<file path="config.mk">
export PLATFORM = sky130hd
export DESIGN_NAME = wb_arbiter
export DESIGN_NICKNAME = d
export VERILOG_FILES = /design/src/rtl/wb_arbiter.sv
export SDC_FILE = /design/constraint.sdc
export NUM_CORES = 1
export LEC_CHECK = 0
export BUFFER_PORTS_ARGS = -buffer_cell sky130_fd_sc_hd__buf_2
export CORE_AREA = 2 2 80 82
export CTS_CLUSTER_DIAMETER = 100
export DETAILED_ROUTE_END_ITERATION = 8
export DIE_AREA = 0 0 82 84
export GPL_TIMING_DRIVEN = 0
export PLACE_DENSITY = 0.74
export SETUP_SLACK_MARGIN = 0.2
export SYNTH_ARGS = -nofsm -noshare
export SYNTH_HDL_FRONTEND = slang
export SYNTH_SLANG_ARGS = --single-unit
</file>
<file path="constraint.sdc">
create_clock -name clk -period 3.6 [get_ports clk]
set_input_delay 0.36 -clock clk [delete_from_list [all_inputs] [get_ports clk]]
set_output_delay 0.36 -clock clk [all_outputs]
set_load 0.1 [all_outputs]
</file>
<file path="src/rtl/wb_arbiter.sv">
// wb_arbiter: arbitrates four writeback requesters onto the single register-file write port
// Ports:
//   clk, rst   clock and synchronous active-high reset
//   req_valid  per-requester write request (0 ALU, 1 dmem, 2 link, 3 imm/special)
//   req_data   packed write data, requester i at [i*WIDTH +: WIDTH]
//   req_reg    packed destination register, requester i at [i*REGW +: REGW]
//   rf_stall   register-file write port unavailable this cycle
//   req_ready  one-hot grant, combinational
//   wr_en, wr_reg, wr_data  registered register-file write
//   regsrc     one-hot source of the current write, 0 when idle
module wb_arbiter #(
    parameter int WIDTH    = 16,
    parameter int REGW     = 3,
    parameter int MAX_WAIT = 7
) (
    input  logic               clk,
    input  logic               rst,
    input  logic [3:0]         req_valid,
    input  logic [4*WIDTH-1:0] req_data,
    input  logic [4*REGW-1:0]  req_reg,
    input  logic               rf_stall,
    output logic [3:0]         req_ready,
    output logic               wr_en,
    output logic [REGW-1:0]    wr_reg,
    output logic [WIDTH-1:0]   wr_data,
    output logic [3:0]         regsrc
);
    logic [3:0]       r_wait [4];
    logic [1:0]       r_rr_ptr;
    logic             r_wr_en;
    logic [REGW-1:0]  r_wr_reg;
    logic [WIDTH-1:0] r_wr_data;
    logic [3:0]       r_regsrc;
    logic [3:0]       w_grant;
    logic [1:0]       w_gidx;
    logic [1:0]       w_idx;
    logic             w_found;
    // starved requesters (lowest index first) pre-empt the round-robin scan
    always_comb begin
        w_grant = '0;
        w_gidx  = '0;
        w_idx   = '0;
        w_found = 1'b0;
        for (int i = 0; i < 4; i++)
            if (!w_found && req_valid[i] && r_wait[i] == 4'(MAX_WAIT)) begin
                w_found = 1'b1;
                w_gidx  = 2'(i);
            end
        for (int k = 0; k < 4; k++) begin
            w_idx = r_rr_ptr + 2'(k);
            if (!w_found && req_valid[w_idx]) begin
                w_found = 1'b1;
                w_gidx  = w_idx;
            end
        end
        if (w_found && !rst && !rf_stall) w_grant[w_gidx] = 1'b1;
    end
    always_ff @(posedge clk) begin
        if (rst) begin
            r_wr_en   <= 1'b0;
            r_wr_reg  <= '0;
            r_wr_data <= '0;
            r_regsrc  <= '0;
            r_rr_ptr  <= '0;
            for (int i = 0; i < 4; i++) r_wait[i] <= '0;
        end else begin
            // a stalled write stays presented until the port frees up
            if (!rf_stall) begin
                r_wr_en  <= |w_grant;
                r_regsrc <= w_grant;
                if (|w_grant) begin
                    r_wr_reg  <= req_reg[w_gidx*REGW +: REGW];
                    r_wr_data <= req_data[w_gidx*WIDTH +: WIDTH];
                    r_rr_ptr  <= w_gidx + 2'd1;
                end
            end
            for (int i = 0; i < 4; i++)
                r_wait[i] <= (!req_valid[i] || w_grant[i]) ? 4'd0 :
                             (r_wait[i] >= 4'(MAX_WAIT)) ? 4'(MAX_WAIT) : r_wait[i] + 4'd1;
        end
    end
    assign req_ready = w_grant;
    assign wr_en     = r_wr_en;
    assign wr_reg    = r_wr_reg;
    assign wr_data   = r_wr_data;
    assign regsrc    = r_regsrc;
endmodule

</file>
# Word-level counts from Yosys, hierarchy flattened
# Memories as Yosys holds them, arrays and structs flattened.
# Cells that the tools add are included.
# classes
n_mux,41
eq_ne,4
bitwise,5
add_sub_neg,8
order_cmp,10
n_mul,1
n_reduce_logical,33
shifts,2
# op_table
op,n
$shiftx 64x7->16,1
$mux 4,13
$mux 1,17
$add 4x1->4 const B,4
$eq 4x3->1 const B,4
$ge 4x3->1 const B,4
$lt 2x3->1 const B,5
$logic_and 1x1->1,14
$logic_not 1->1,13
$mux 2,6
$shiftx 12x5->3,1
$bmux 1 s2,4
$add 2x1->2 const B,2
$add 2x2->2 const B,2
$logic_or 1x1->1,4
$mul 2x2->4 const B,1
$or 1x1->1,4
$reduce_or 4->1,1
$demux 1 s2,1
$ge 2x1->1 const B,1
$reduce_and 2->1,1
$not 1->1,1
# totals
mem_bits_rw,16
elab_cells,110
n_memories,1
inputBits,83
reg_bits,26
# memory_table
memory,words,word_bits,read_ports,rd_clocked_by_memory_dff,wr,line_no,rtl
r_wait,4,4,4,0,4,28,logic [3:0] r_wait [4];

# Logic depth before layout (Yosys ltp)
# Gate-level depths: netlist of the first run.
# An unclocked memory read counts as a cell.
# logic_depth
depth_word,36
depth_mapped,14
ltp_nobuf,10

# Least setup slack after synthesis of the first run
# OpenSTA, ideal clock, no wires.
# synth_path
kind,reg2reg
start,memory r_wait[1][0]
end,memory r_wait[3][3]
t_required_ns,3.508
t_arrival_ns,3.094
period_less_slack_ns,3.186
setup_time_ns,0.092
path_stages_with_launch,12
slack_ns,0.414
n_path_buf,3
cell_sequence,dfxtp_1 -> ha_1 -> nand4b_2 -> buf_6 -> nand4_4 -> o41a_4 -> buf_6 -> buf_6 -> ha_1 -> and2_1 -> or3_1 -> nor4_1
# synth_lines
item,line_no
"start, declared",28

==> impl_metrics.py, run 1 <==
metrics = {
    "routing": {
        "drt_first_pass_iters": 4,
        "drt-initial-drc-count": 183,
        "vias_per_cell": 5.632,
        "drc": 0,
        "vias": 2630,
        "wirelength_mm": 7.207,
        "wire_per_inst_um": 15.43,
        "final_antenna_net_count": 0,
    },
    "placement": {
        "gp_congestion": 0.8539,
        "io_buffers": 107,
        "place_hpwl_mm": 5.505,
        "dpl-instance-area_um2": 3247,
        "dpl_worst_slack_ps": -64.18,
    },
    "clock_tree": {
        "cts_buffers": 5,
        "cts_root_buf": "clkbuf_8",
        "cts_sinks": 42,
        "cts_hold_repair.buffers": 0,
        "cts_tree": "built",
        "clk-insertion-delay-late_ps": 300,
        "clockBufferDepth": 2,
        "h-tree-depth": 2,
        "clkTransAtPathRegs_ps": 80,
    },
    "flow_run": {
        "max-cap-violations": 0,
    },
    "synthesis": {
        "synth-edff-count": 0,
        "synth.ff_latch_count": 42,
        "yosysSeqAreaShare_pct": 32.15,
        "synthTopCellsByCount": "42 x dfxtp_1, 25 x a21oi_1, 18 x and3_1",
        "synthDistinctLibCells": 50,
        "synth_area_um2": 2615,
        "synth_top_area_share_pct": 32.15,
        "syn_area_per_cell_um2": 9.649,
        "synth_most_common_cell": "dfxtp_1",
        "syn_nets": 362,
        "ys.flop_type": "dfxtp_1",
        "synthCells": 271,
        "synthTopCellsByArea": "dfxtp_1 32%, mux2i_1 5.4%, a21oi_1 4.8%",
        "synth_area_leader_cell": "dfxtp_1",
        "ys_async_sr_fraction_pct": 0,
        "yosysWarningCount": 0,
    },
    "timing": {
        "worstMarginPinSlew_ps": 539.7,
        "hold_ws_ps": 318.8,
        "finalHoldViolCount": 0,
        "fmax_ghz": 0.3113,
        "drv_slew": 0,
        "rsz0062_at_grt": "yes",
        "setup_viol": 0,
        "fin_worst_skew_ps": 3.020,
        "period_share_pct": 89.22,
        "worst_slack_ps": 388.1,
        "period_needed_ps": 3212,
        "relSlewSlack_pct": 63.94,
    },
    "power": {
        "p_per_area_nw_per_um2": 511.7,
        "peakVddDrop_v": 0.0003765,
        "power.total_w": 0.001750,
        "p_leak_nw": 1.601,
    },
    "critical_path": {
        "worstPathMaxFanout": 11,
        "crit_required_ps": 3810,
        "endpoint_kind": "flop",
        "critPathKind": "flop to flop",
        "startpoint_type": "flop",
        "critPathArrivalTime_ps": 3430,
    },
    "final_layout": {
        "seq_area_um2": 840.8,
        "final_nets": 480,
        "drive_above_1_share_pct": 43.59,
        "final_util_pct": 56.12,
        "multi_input_comb_area_um2": 1574,
        "synthToLayoutAreaGrowth_pct": 30.81,
        "fillers": 576,
        "fin_area_um2": 3421,
        "diodes": 0,
    },
    "grt": {
        "grt_pass1_vias": 2540,
        "grt_pass1_wl_mm": 11.63,
        "grt_usage_pct": 21.35,
        "grt_overflow": 0,
        "grt_max_degree": 14,
        "antenna_found_initial": 0,
    },
    "hold_path": {
        "hold_path.class": "input pin to flop",
    },
    "floorplanning": {
        "core_area_um2": 6096,
        "die_area_um2": 6888,
        "pin_count": 111,
        "start_util_pct": 42.90,
        "die_w_um": 82,
        "die_h_um": 84,
        "placementRows": 29,
    },
    "outcome": {
        "status": "complete, no violations",
    },
}
## what timing repair did
item,CTS,global route
hold endpoints to repair,0,0
setup endpoints to repair,15,25
resized for setup,6,17
pin swaps,0,1
cloned,0,0
buffers inserted,0,4
## cell families after synthesis
kind of cell,count (synthesis),share of synthesized area [%]
AND/OR/NAND/NOR,76,17.90
multiplexers,14,5.359
buffers and inverters,35,8.038
flip-flops,42,32.15
adder cells (fa/ha/maj),8,3.828
AO/OA/AOI/OAI,96,32.73
## power breakdown
group | switching (W) | internal [W] | total [W] | leakage (nW)
sequential | 0.0000319 | 0.000523 | 0.000555 | 0.345
clock | 0.000167 | 0.000154 | 0.000321 | 0.0472
combinational | 0.000640 | 0.000234 | 0.000874 | 1.21
## through the flow
step                cells  setup TNS (ps)
CTS                   463               0
finish                467               0
global placement      455          -31.49
detailed placement    455          -432.6
global route          467               0
floorplan             271               0
## path summary, 6_finish.rpt
path | startpoint | end | slack (ps) | cells past startpoint
setup reg to reg | r_wait[1][0]$_SDFF_PP0_ | wr_data[9]$_SDFFE_PP0P_ | 390 | 11
hold reg to reg | wr_en$_SDFFE_PP0N_ | wr_en$_SDFFE_PP0N_ | 450 | 2
setup / recovery | r_wait[1][0]$_SDFF_PP0_ | wr_data[9]$_SDFFE_PP0P_ | 390 | 11
hold / removal | rst | r_rr_ptr[0]$_SDFFE_PP0P_ | 320 | 2
## worst max-delay path, cell delays in order, from the launching register on
cell and delay, ps:
dfxtp_1 330, ha_1 260, nand4b_2 140, buf_6 160, nand4_4 100, o41a_4 550
buf_6 170, buf_6 160, ha_1 220, o41a_2 560, buf_2 220, a311oi_1 250
## cell usage in the layout, fill, tap and decap left out, types with 4 or more instances in the layout
cell type and count:
buf_4 10, and3_1 18, nand2_1 5, nor4_1 4
clkbuf_1 5, a21oi_1 25, clkbuf_8 6, a2111oi_2 8
nor2_1 8, mux2i_1 14, nor3_1 5, buf_6 8
o31ai_1 8, a311oi_2 8, dfxtp_1 42, a21o_1 4
a311oi_1 13, buf_2 108, inv_1 8, nand3_1 12
ha_1 8, a221oi_1 8, a21boi_0 9
## per-layer routing
metal  up-vias  track usage [%]  wire length [µm]
met2       117            33.26              3297
met4         0            5.758               133
met5         -                0                 0
li1       1305                -                 -
met3        17            4.654               562
met1      1191            29.49              3214
## final cells by class
class / count / area share [%]
Clock buffer: 6 / 2.414
Inverter: 10 / 1.097
Timing Repair Buffer: 111 / 17.26
Clock inverter: 2 / 0.3658
Multi-Input combinational cell: 194 / 46.01
Tap cell: 77 / 2.816
Sequential cell: 42 / 24.58
Buffer: 25 / 5.450
No activity file was read; power rests on OpenSTA's default activity.
==> run 2: changes to the inputs <==
- CORE_AREA: 2 2 80 82 -> 2 2 77 79
- DIE_AREA: 0 0 82 84 -> 0 0 79 81
- GPL_TIMING_DRIVEN: 0 -> unset
- PLACE_DENSITY: 0.74 -> 0.79
==> run 2 against run 1 <==
Compared with the run above: sequential share of layout area increased by 1.0 points; wire length decreased by 7.1%; sequential power about the same; critical path type is now flop to primary output; critical endpoint is now req_ready[0]; largest power group unchanged.
==> impl_metrics.py, run 2 (synthesized netlist as in run 1, its figures left out) <==
metrics = {
    "clock_tree": {
        "cts_tree": "built",
        "cts_root_buf": "clkbuf_8",
        "clockBufferDepth": 2,
        "cts_buffers": 5,
        "cts_sinks": 42,
        "clkTransAtPathRegs_ps": 80,
        "h-tree-depth": 2,
        "cts_hold_repair.buffers": 0,
        "clk-insertion-delay-late_ps": 300,
    },
    "floorplanning": {
        "die_h_um": 81,
        "start_util_pct": 46.08,
        "die_w_um": 79,
        "core_area_um2": 5675,
        "die_area_um2": 6399,
        "placementRows": 28,
        "pin_count": 111,
    },
    "final_layout": {
        "synthToLayoutAreaGrowth_pct": 25.50,
        "drive_above_1_share_pct": 41.67,
        "final_nets": 462,
        "fin_area_um2": 3282,
        "fillers": 527,
        "diodes": 0,
        "layout_common_cells": "107 x buf_2, 42 x dfxtp_1, 25 x a21oi_1",
        "layout_commonest_cell": "buf_2",
    },
    "power": {
        "p_clk_share_pct": 19.0,
        "p_per_area_nw_per_um2": 520.8,
        "combPwrFrac_pct": 48.3,
        "switching_share_pct": 48.47,
        "p_leak_nw": 1.522,
        "p_sw_w": 0.0008284,
        "power.total_w": 0.001709,
        "internal_power_w": 0.0008809,
        "peakVddDrop_v": 0.0002493,
        "power.share.sequential_pct": 32.7,
    },
    "timing": {
        "fin_worst_skew_ps": 4.838,
        "fmax_ghz": 0.3121,
        "relSlewSlack_pct": 53.65,
        "setup_viol": 0,
        "finalHoldViolCount": 0,
        "drv_slew": 0,
        "period_needed_ps": 3204,
        "rsz0062_at_grt": "no",
        "hold_ws_ps": 310.7,
        "period_share_pct": 89.00,
        "worstMarginPinSlew_ps": 694.5,
        "setup_tns_ps": 0,
    },
    "routing": {
        "final_antenna_net_count": 0,
        "vias_per_cell": 5.700,
        "drt_first_pass_iters": 4,
        "drt-initial-drc-count": 147,
        "vias": 2548,
        "drc": 0,
        "wire_per_inst_um": 14.98,
        "wirelength_mm": 6.696,
    },
    "critical_path": {
        "crit_required_ps": 3240,
        "cp_common_cell": "mux2i_1",
        "slowest_stage": "o41a_4",
        "startpoint_type": "flop",
        "critPathArrivalTime_ps": 2840,
        "critPathKind": "flop to primary output",
        "r2r_slack_ps": 510,
        "worstPathMaxFanout": 11,
        "max_stage_delay_ps": 580,
        "endpoint_kind": "primary output",
        "crit_chain": "mux2i_1, mux2i_1, o41a_4, inv_2, ha_1, and2_1, clkbuf_4",
    },
    "placement": {
        "gp_congestion": 0.8906,
        "dpl-instance-area_um2": 3177,
        "io_buffers": 110,
        "place_hpwl_mm": 5.066,
    },
    "hold_path": {
        "hold_path.class": "input pin to flop",
    },
    "flow_run": {
        "max-cap-violations": 0,
    },
    "grt": {
        "antenna_found_initial": 0,
        "grt_max_degree": 37,
        "grt_usage_pct": 20.50,
        "grt_pass1_wl_mm": 10.36,
        "grt_overflow": 0,
        "grt_pass1_vias": 2273,
    },
    "outcome": {
        "status": "complete, no violations",
    },
}
-- run 2: critical path: cells and delay by family (launching register included) --
kind                       cells  cell delay (ps)
AOI/OAI and AO/OA              1              580
adders and majority gates      1              220
buffers and inverters          2              540
DFF                            1              560
muxes                          2              430
and+or+nand+nor                1              210
-- run 2: area by class of cell --
class	instances	area, µm²	area share (%)
clock inverter	2	12.51	0.3812
inverter	10	37.54	1.144
multi-input combinational	194	1572	47.88
tap	75	93.84	2.859
clock buffer	6	82.58	2.516
sequential	42	840.8	25.62
timing repair buffer	118	643.1	19.60
-- run 2: repair_timing --
item	CTS	global route
buffers inserted	0	1
gates resized for setup	0	1
setup endpoints to repair	0	3
-- run 2: stage by stage --
step	util, %	setup slack, ps	instances
finish	57.83	396.0	447
global route	57.83	200.9	447
CTS	57.65	222.4	446
detailed placement	55.97	462.6	438
global placement	55.97	556.8	438
floorplan	-	414.4	271
-- run 2: power by group through the flow --
| stage | registers [W] | clock network, W | logic [W] |
|---|---|---|---|
| 2_1_floorplan | 0.000926 | 0 | 0.000323 |
| 3_3_place_gp | 0.000567 | 0 | 0.000818 |
| 3_5_place_dp | 0.000568 | 0 | 0.000826 |
| 4_1_cts | 0.000558 | 0.000330 | 0.000828 |
| 5_1_grt | 0.000565 | 0.000348 | 0.000875 |
| 6_report | 0.000558 | 0.000325 | 0.000826 |
-- run 2: routing by layer --
metal  vias up  GRT usage [%]  share of wire (%)
met5         -              0                  0
met3         6          6.778                7.7
met2        94          35.00                 49
met1      1180          24.42                 42
met4         0          6.724                1.3
li1       1268              -                  -
-- run 2: path summary, 6_finish.rpt --
kind | end | cells past startpoint | startpoint
hold / removal | r_rr_ptr[0]$_SDFFE_PP0P_ | 2 | rst
hold reg to reg | wr_en$_SDFFE_PP0N_ | 2 | wr_en$_SDFFE_PP0N_
setup / recovery | req_ready[0] | 7 | r_rr_ptr[1]$_SDFFE_PP0P_
setup reg to reg | wr_data[0]$_SDFFE_PP0P_ | 9 | r_rr_ptr[1]$_SDFFE_PP0P_
